`src/rtl/lcd_fb_arbiter_if.sv`:
```
// Write-requester handshake for the LCD frame-buffer arbiter.
// master = drawing/game logic, slave = arbiter.
interface lcd_fb_arbiter_if #(
   parameter int ADDR_W = 17,
   parameter int DATA_W = 16
);
   logic              wr_req;
   logic [ADDR_W-1:0] wr_addr;
   logic [DATA_W-1:0] wr_data;
   logic              wr_gnt;
   logic              wr_err;

   modport master (output wr_req, wr_addr, wr_data, input wr_gnt, wr_err);
   modport slave  (input wr_req, wr_addr, wr_data, output wr_gnt, wr_err);
endinterface

```
`src/rtl/lcd_fb_arbiter.sv`:
```
// Frame-buffer BRAM arbiter: scan-out reads aligned to DE have absolute priority,
// one write requester gets every remaining BRAM cycle (at most one write per 2 cycles).
module lcd_fb_arbiter #(
   parameter int H_ACTIVE = 480,
   parameter int V_ACTIVE = 272,
   parameter int H_START  = 43,
   parameter int V_START  = 12,
   parameter int ADDR_W   = 17,
   parameter int DATA_W   = 16
) (
   input  logic              clk,
   input  logic              rstn,
   input  logic [9:0]        HsyncCount,
   input  logic [8:0]        VsyncCount,
   lcd_fb_arbiter_if.slave   wr,
   output logic              bram_en,
   output logic              bram_we,
   output logic [ADDR_W-1:0] bram_addr,
   output logic [DATA_W-1:0] bram_wdata,
   input  logic [DATA_W-1:0] bram_rdata,
   output logic [DATA_W-1:0] pix_data,
   output logic              frame_start
);
   localparam int PIXELS = H_ACTIVE * V_ACTIVE;

   // Reads start 3 cycles ahead of DE to cover address register + BRAM + pix register.
   localparam logic [9:0]        H_FIRST   = 10'(H_START - 3);
   localparam logic [9:0]        H_LAST    = 10'(H_START + H_ACTIVE - 4);
   localparam logic [8:0]        V_FIRST   = 9'(V_START);
   localparam logic [8:0]        V_LAST    = 9'(V_START + V_ACTIVE - 1);
   localparam logic [ADDR_W-1:0] LAST_ADDR = ADDR_W'(PIXELS - 1);
   localparam logic [ADDR_W:0]   PIXELS_X  = (ADDR_W + 1)'(PIXELS);

   typedef enum logic {IDLE, ACK} state_t;

   state_t            state;
   logic              rd_slot;
   logic              frame_top;
   logic              wr_ok;
   logic [ADDR_W-1:0] rd_addr;
   logic [1:0]        rd_vld;

   always_comb begin
      rd_slot   = (HsyncCount >= H_FIRST) && (HsyncCount <= H_LAST) &&
                  (VsyncCount >= V_FIRST) && (VsyncCount <= V_LAST);
      frame_top = (HsyncCount == '0) && (VsyncCount == '0);
      // Extra top bit keeps the compare correct when PIXELS == 2**ADDR_W.
      wr_ok     = {1'b0, wr.wr_addr} < PIXELS_X;
   end

   // NOTE: all state here is updated with <= so every register samples pre-edge values.
   always_ff @(posedge clk) begin
      if (!rstn) begin
         state       <= IDLE;
         rd_addr     <= '0;
         rd_vld      <= '0;
         bram_en     <= 1'b0;
         bram_we     <= 1'b0;
         bram_addr   <= '0;
         bram_wdata  <= '0;
         pix_data    <= '0;
         frame_start <= 1'b0;
         wr.wr_gnt   <= 1'b0;
         wr.wr_err   <= 1'b0;
      end else begin
         wr.wr_gnt   <= 1'b0;
         wr.wr_err   <= 1'b0;
         bram_en     <= 1'b0;
         bram_we     <= 1'b0;
         frame_start <= frame_top;
         rd_vld      <= {rd_vld[0], rd_slot};
         pix_data    <= rd_vld[1] ? bram_rdata : '0;

         if (frame_top)
            rd_addr <= '0;
         else if (rd_slot)
            rd_addr <= (rd_addr == LAST_ADDR) ? '0 : rd_addr + ADDR_W'(1);

         if (rd_slot) begin
            bram_en   <= 1'b1;
            bram_addr <= rd_addr;
         end

         case (state)
            IDLE: begin
               if (wr.wr_req && !rd_slot) begin
                  bram_en    <= 1'b1;
                  bram_we    <= wr_ok;
                  bram_addr  <= wr.wr_addr;
                  bram_wdata <= wr.wr_data;
                  wr.wr_gnt  <= 1'b1;
                  wr.wr_err  <= !wr_ok;
                  state      <= ACK;
               end
            end
            // The requester needs one cycle to drop or replace its request.
            ACK:     state <= IDLE;
            default: state <= IDLE;
         endcase
      end
   end
endmodule

```
`src/flat_wrapper.sv`:
```
// flat-port wrapper written by rule: the top's interface ports become plain ports
module lcd_fb_arbiter_flat 
#(
   parameter int H_ACTIVE = 480,
   parameter int V_ACTIVE = 272,
   parameter int H_START  = 43,
   parameter int V_START  = 12,
   parameter int ADDR_W   = 17,
   parameter int DATA_W   = 16
)
  (clk, rstn, HsyncCount, VsyncCount, bram_en, bram_we, bram_addr, bram_wdata, bram_rdata, pix_data, frame_start, wr_wr_req, wr_wr_addr, wr_wr_data, wr_wr_gnt, wr_wr_err);
  lcd_fb_arbiter_if #(.ADDR_W(ADDR_W), .DATA_W(DATA_W)) wr_i ();
  input  logic clk;
  input  logic rstn;
  input  logic [9:0] HsyncCount;
  input  logic [8:0] VsyncCount;
  output logic bram_en;
  output logic bram_we;
  output logic [ADDR_W-1:0] bram_addr;
  output logic [DATA_W-1:0] bram_wdata;
  input  logic [DATA_W-1:0] bram_rdata;
  output logic [DATA_W-1:0] pix_data;
  output logic frame_start;
  input wire logic [$bits(wr_i.wr_req)-1:0] wr_wr_req;
  input wire logic [$bits(wr_i.wr_addr)-1:0] wr_wr_addr;
  input wire logic [$bits(wr_i.wr_data)-1:0] wr_wr_data;
  output wire logic [$bits(wr_i.wr_gnt)-1:0] wr_wr_gnt;
  output wire logic [$bits(wr_i.wr_err)-1:0] wr_wr_err;
  assign wr_i.wr_req = wr_wr_req;
  assign wr_i.wr_addr = wr_wr_addr;
  assign wr_i.wr_data = wr_wr_data;
  assign wr_wr_gnt = wr_i.wr_gnt;
  assign wr_wr_err = wr_i.wr_err;
  lcd_fb_arbiter #(.H_ACTIVE(H_ACTIVE), .V_ACTIVE(V_ACTIVE), .H_START(H_START), .V_START(V_START), .ADDR_W(ADDR_W), .DATA_W(DATA_W)) u_core (.clk(clk), .rstn(rstn), .HsyncCount(HsyncCount), .VsyncCount(VsyncCount), .wr(wr_i), .bram_en(bram_en), .bram_we(bram_we), .bram_addr(bram_addr), .bram_wdata(bram_wdata), .bram_rdata(bram_rdata), .pix_data(pix_data), .frame_start(frame_start));
endmodule
```
`config.mk`:
```
export PLATFORM = sky130hd
export DESIGN_NAME = lcd_fb_arbiter_flat
export DESIGN_NICKNAME = d
export VERILOG_FILES = /design/src/rtl/lcd_fb_arbiter_if.sv /design/src/rtl/lcd_fb_arbiter.sv /design/src/flat_wrapper.sv
export SDC_FILE = /design/constraint.sdc
export NUM_CORES = 1
export LEC_CHECK = 0
export ABC_AREA = 1
export BUFFER_PORTS_ARGS = -buffer_cell sky130_fd_sc_hd__clkbuf_2
export CAP_MARGIN = 20
export CORE_ASPECT_RATIO = 1.2
export CORE_MARGIN = 4
export CORE_UTILIZATION = 45
export CTS_CLUSTER_DIAMETER = 30
export DETAILED_ROUTE_END_ITERATION = 8
export PLACE_DENSITY = 0.8
export SETUP_SLACK_MARGIN = 0.05
export SYNTH_ARGS = -nofsm -noshare
export SYNTH_HDL_FRONTEND = slang
export SYNTH_SLANG_ARGS = --single-unit
```
`constraint.sdc`:
```
create_clock -name clk -period 2.7 [get_ports clk]
set_input_delay 0.54 -clock clk [delete_from_list [all_inputs] [get_ports clk]]
set_output_delay 0.54 -clock clk [all_outputs]
set_load 0.05 [all_outputs]
```
==> results by group <==
Status
  • Status: finished, final reports clean

Clock network
  • TritonCTS Buffers: 9
  • Post-CTS setup buffer count: 0
  • CTS root buf: clkbuf_8
  • Clock sink count: 73
  • Reg clk slew, reported paths: ~0.080 ns
  • H-tree Lvls: 3
  • Clock Latency Late Sink: roughly 0.35 ns
  • CTS tree: built
  • Hold Buf Count CTS: 0
  • CTS resizes: 0
  • CTS max path bufs: 2

Synthesis
  • Synth Cell Area: 3450 um^2
  • Synthesized net count: between 500 and 600
  • FF+latch count, synth: 73
  • Yosys warnings: 0
  • Mapped Avg Cell Area: ~7 um^2
  • Register area share after synthesis: 0.423
  • Cell count after synthesis: 488
  • Post-synth cell types: 31

Routing
  • Vias: between 3000 and 4000
  • Via density: 4.97
  • DRT antenna net count: 0
  • DR iter-0 viols: about 260
  • Pre-Repair DR Iteration Count: 4
  • WL final: 8.95 mm
  • Routed len/inst: about 13 um
  • Residual DRC count: 0

Worst setup path
  • Worst-path maximum fanout: 12
  • Crit path kind: reg -> reg
  • Most used cell, CP: nand2_1
  • Critical Path Sink: u_core.rd_addr[11]
  • CP Launch Point: u_core.rd_addr[0]
  • Element type at the critical path end: flip-flop
  • R2R cell count: 8
  • CP cell instances: ha_1 -> nand2_1 -> inv_1 -> nand2_1 -> nor2_2 -> nand4_2 -> nand3b_1 -> a21oi_1
  • R2R Path End: u_core.rd_addr[11]
  • Worst R2R Start: u_core.rd_addr[0]
  • Crit-path max cell delay: roughly 0.46 ns
  • Register-to-register setup slack: 0.76 ns
  • Worst EP required: about 3 ns
  • Startpoint types: flip-flop
  • CP max-delay cell: dfxtp_1
  • Worst EP arrival: approximately 2.2 ns

Die
  • # IOs: approximately 130
  • Starting Density: 0.469
  • Die Ht: 104 um
  • Core ar.: approximately 7400 um^2
  • Die Footprint: between 9000 and 10000 um^2
  • Row Count: 34
  • Die W: 88.0 um

Pwr
  • Pwr Total: around 2800 uW
  • LEAKAGE: between 0.002 and 0.0025 uW
  • Maximum vdd ir drop: between 300 and 400 uV
  • P per Cell Area: 631 nW/um^2

STA
  • Worst Tran Pin Value: ~0.66 ns
  • Clock period minus worst slack: 1.94 ns
  • Unrepaired setup endpoints after global routing: no
  • Hold Violations, Final: 0
  • Fmax: just over 0.5 GHz
  • Hold_ws: between 0.3 and 0.4 ns
  • Post-route clock period utilization: 0.720
  • Setup violations, final: 0
  • Max-slew headroom: 0.563
  • Slew Limit Fails: 0
  • Skew final: ~0.0065 ns
  • Setup TNS: 0 ns

Placed design
  • HPWL after detailed placement: 6.69 mm
  • RD Place Congestion: roughly 0.83
  • IO Port Bufs: about 120
  • Placed inst area: about 4000 um^2

Cells and area
  • Area Growth Syn to Fin: 26.7%
  • Diode count: 0
  • Fillers: just under 700
  • Fin area: between 4000 and 5000 um^2
  • Share of cells above drive strength 1: 0.285
  • Final core utilization: 0.595
  • Nets: between 600 and 700

Min path
  • Hold WC Path Type: in -> reg

GRT
  • Overall routing resource usage: 0.207
  • Vias in the first global route: roughly 3400
  • Initial antenna violation count: 0
  • GRT overflow: 0
  • Pin count of the biggest net entering global routing: 31
  • First-pass GRT wire length: 15.2 mm

Flow run
  • # Max-Cap Violations: 0
[registers in the layout, indices dropped and copies added (netlist names)]
register / flops
u_core.bram_en: 1
u_core.bram_addr: 17
u_core.rd_addr: 17
u_core.rd_vld: 2
u_core.pix_data: 16
u_core.wr.wr_err: 1
u_core.bram_we: 1
u_core.frame_start: 1
u_core.state: 1
u_core.bram_wdata: 16
[metrics by stage]
step / std cells / setup WS, ns
after floorplan: 488 / 1.17
after global placement: 684 / 0.588
after detailed placement: 684 / 0.447
after CTS: 700 / 0.755
after global routing: 700 / 0.575
final: 700 / 0.756
[cell type report]
type	instances	area, um^2	share of cell area
Multi-Input combinational cell	343	1660	0.379
Sequential cell	73	1460	0.334
Timing Repair Buffer	130	691	0.158
Inverter	48	180	0.0412
Clock inverter	7	149	0.0340
Clock buffer	9	124	0.0283
Tap cell	90	113	0.0257
[worst max-delay path, delay by kind of cell (launching register included)]
family	cells	cell delay, ns
fa+ha+maj	1	0.23
buf+inv	1	0.09
flops	1	0.46
compound gates	1	0.08
simple gates	5	0.96
[report_power, final]
group | internal [uW] | total [uW] | switching [uW]
Clock | 720 | 1160 | 441
Combinational | 136 | 454 | 318
Sequential | 1120 | 1150 | 25.0
[layout by cell type, fill, tap and decap left out, types with 2 or more instances in the layout]
| master | Yosys | layout |
|---|---|---|
| nor2_2 | 3 | 3 |
| nand4_1 | 7 | 7 |
| xor2_1 | 5 | 5 |
| clkbuf_8 | 0 | 9 |
| inv_1 | 47 | 47 |
| nand3b_1 | 17 | 17 |
| a21oi_2 | 4 | 4 |
| buf_12 | 1 | 2 |
| nand3_1 | 35 | 35 |
| nand3_2 | 8 | 8 |
| bufinv_16 | 0 | 4 |
| nor2_1 | 106 | 105 |
| nand2_2 | 4 | 4 |
| inv_6 | 0 | 2 |
| a21oi_1 | 29 | 29 |
| dfxtp_1 | 73 | 73 |
| buf_4 | 1 | 4 |
| nand2_1 | 105 | 105 |
| clkbuf_2 | 0 | 124 |
| o21ai_0 | 10 | 10 |
| nor2_4 | 1 | 2 |
[synth_stat cells, drive strengths merged]
cell / count / area, um^2
a21oi: 33 / 180
and2: 1 / 8.76
buf: 20 / 146
clkbuf: 4 / 15.0
dfxtp: 73 / 1460
ha: 1 / 12.5
inv: 48 / 180
nand2: 109 / 419
nand3: 43 / 255
nand3b: 18 / 148
nand4: 9 / 77.6
nor2: 110 / 428
nor3: 2 / 15.0
nor3b: 1 / 7.51
o21ai: 10 / 50.1
or2: 1 / 6.26
xor2: 5 / 43.8
[worst min-delay path by stage]
| stage | startpoint | endpoint | slack [ns] | depth (start not counted) |
|---|---|---|---|---|
| 2_1_floorplan | u_core.rd_vld[0] | u_core.rd_vld[1] | 0.39 | 2 |
| 3_3_place_gp | u_core.rd_vld[0] | u_core.rd_vld[1] | 0.40 | 2 |
| 3_5_place_dp | u_core.rd_vld[0] | u_core.rd_vld[1] | 0.41 | 2 |
| 4_1_cts | bram_rdata[14] | u_core.pix_data[14] | 0.36 | 3 |
| 5_1_grt | bram_rdata[10] | u_core.pix_data[10] | 0.37 | 3 |
| 6_report | bram_rdata[14] | u_core.pix_data[14] | 0.37 | 3 |
[per-layer routing]
| metal | part of all wire | global-route usage | wire [um] |
|---|---|---|---|
| met1 | 0.39 | 0.234 | 3450 |
| met2 | 0.51 | 0.346 | 4580 |
| met3 | 0.067 | 0.0586 | 598 |
| met4 | 0.036 | 0.107 | 320 |
| met5 | 0 | 0 | 0 |
[logic make-up (layout without fill, tap and decap cells)]
| kind of cell | count (synthesis) | in the layout | share of synthesized area |
|---|---|---|---|
| buffers and inverters | 72 | 194 | 0.0989 |
| xor gates and xnor gates | 5 | 5 | 0.0127 |
| adders and majority gates | 1 | 1 | 0.00362 |
| and+or+nand+nor | 294 | 294 | 0.395 |
| DFF | 73 | 73 | 0.423 |
| AOI/OAI and AO/OA | 43 | 43 | 0.0666 |
Note: power is estimated with default switching activity, not from simulation.
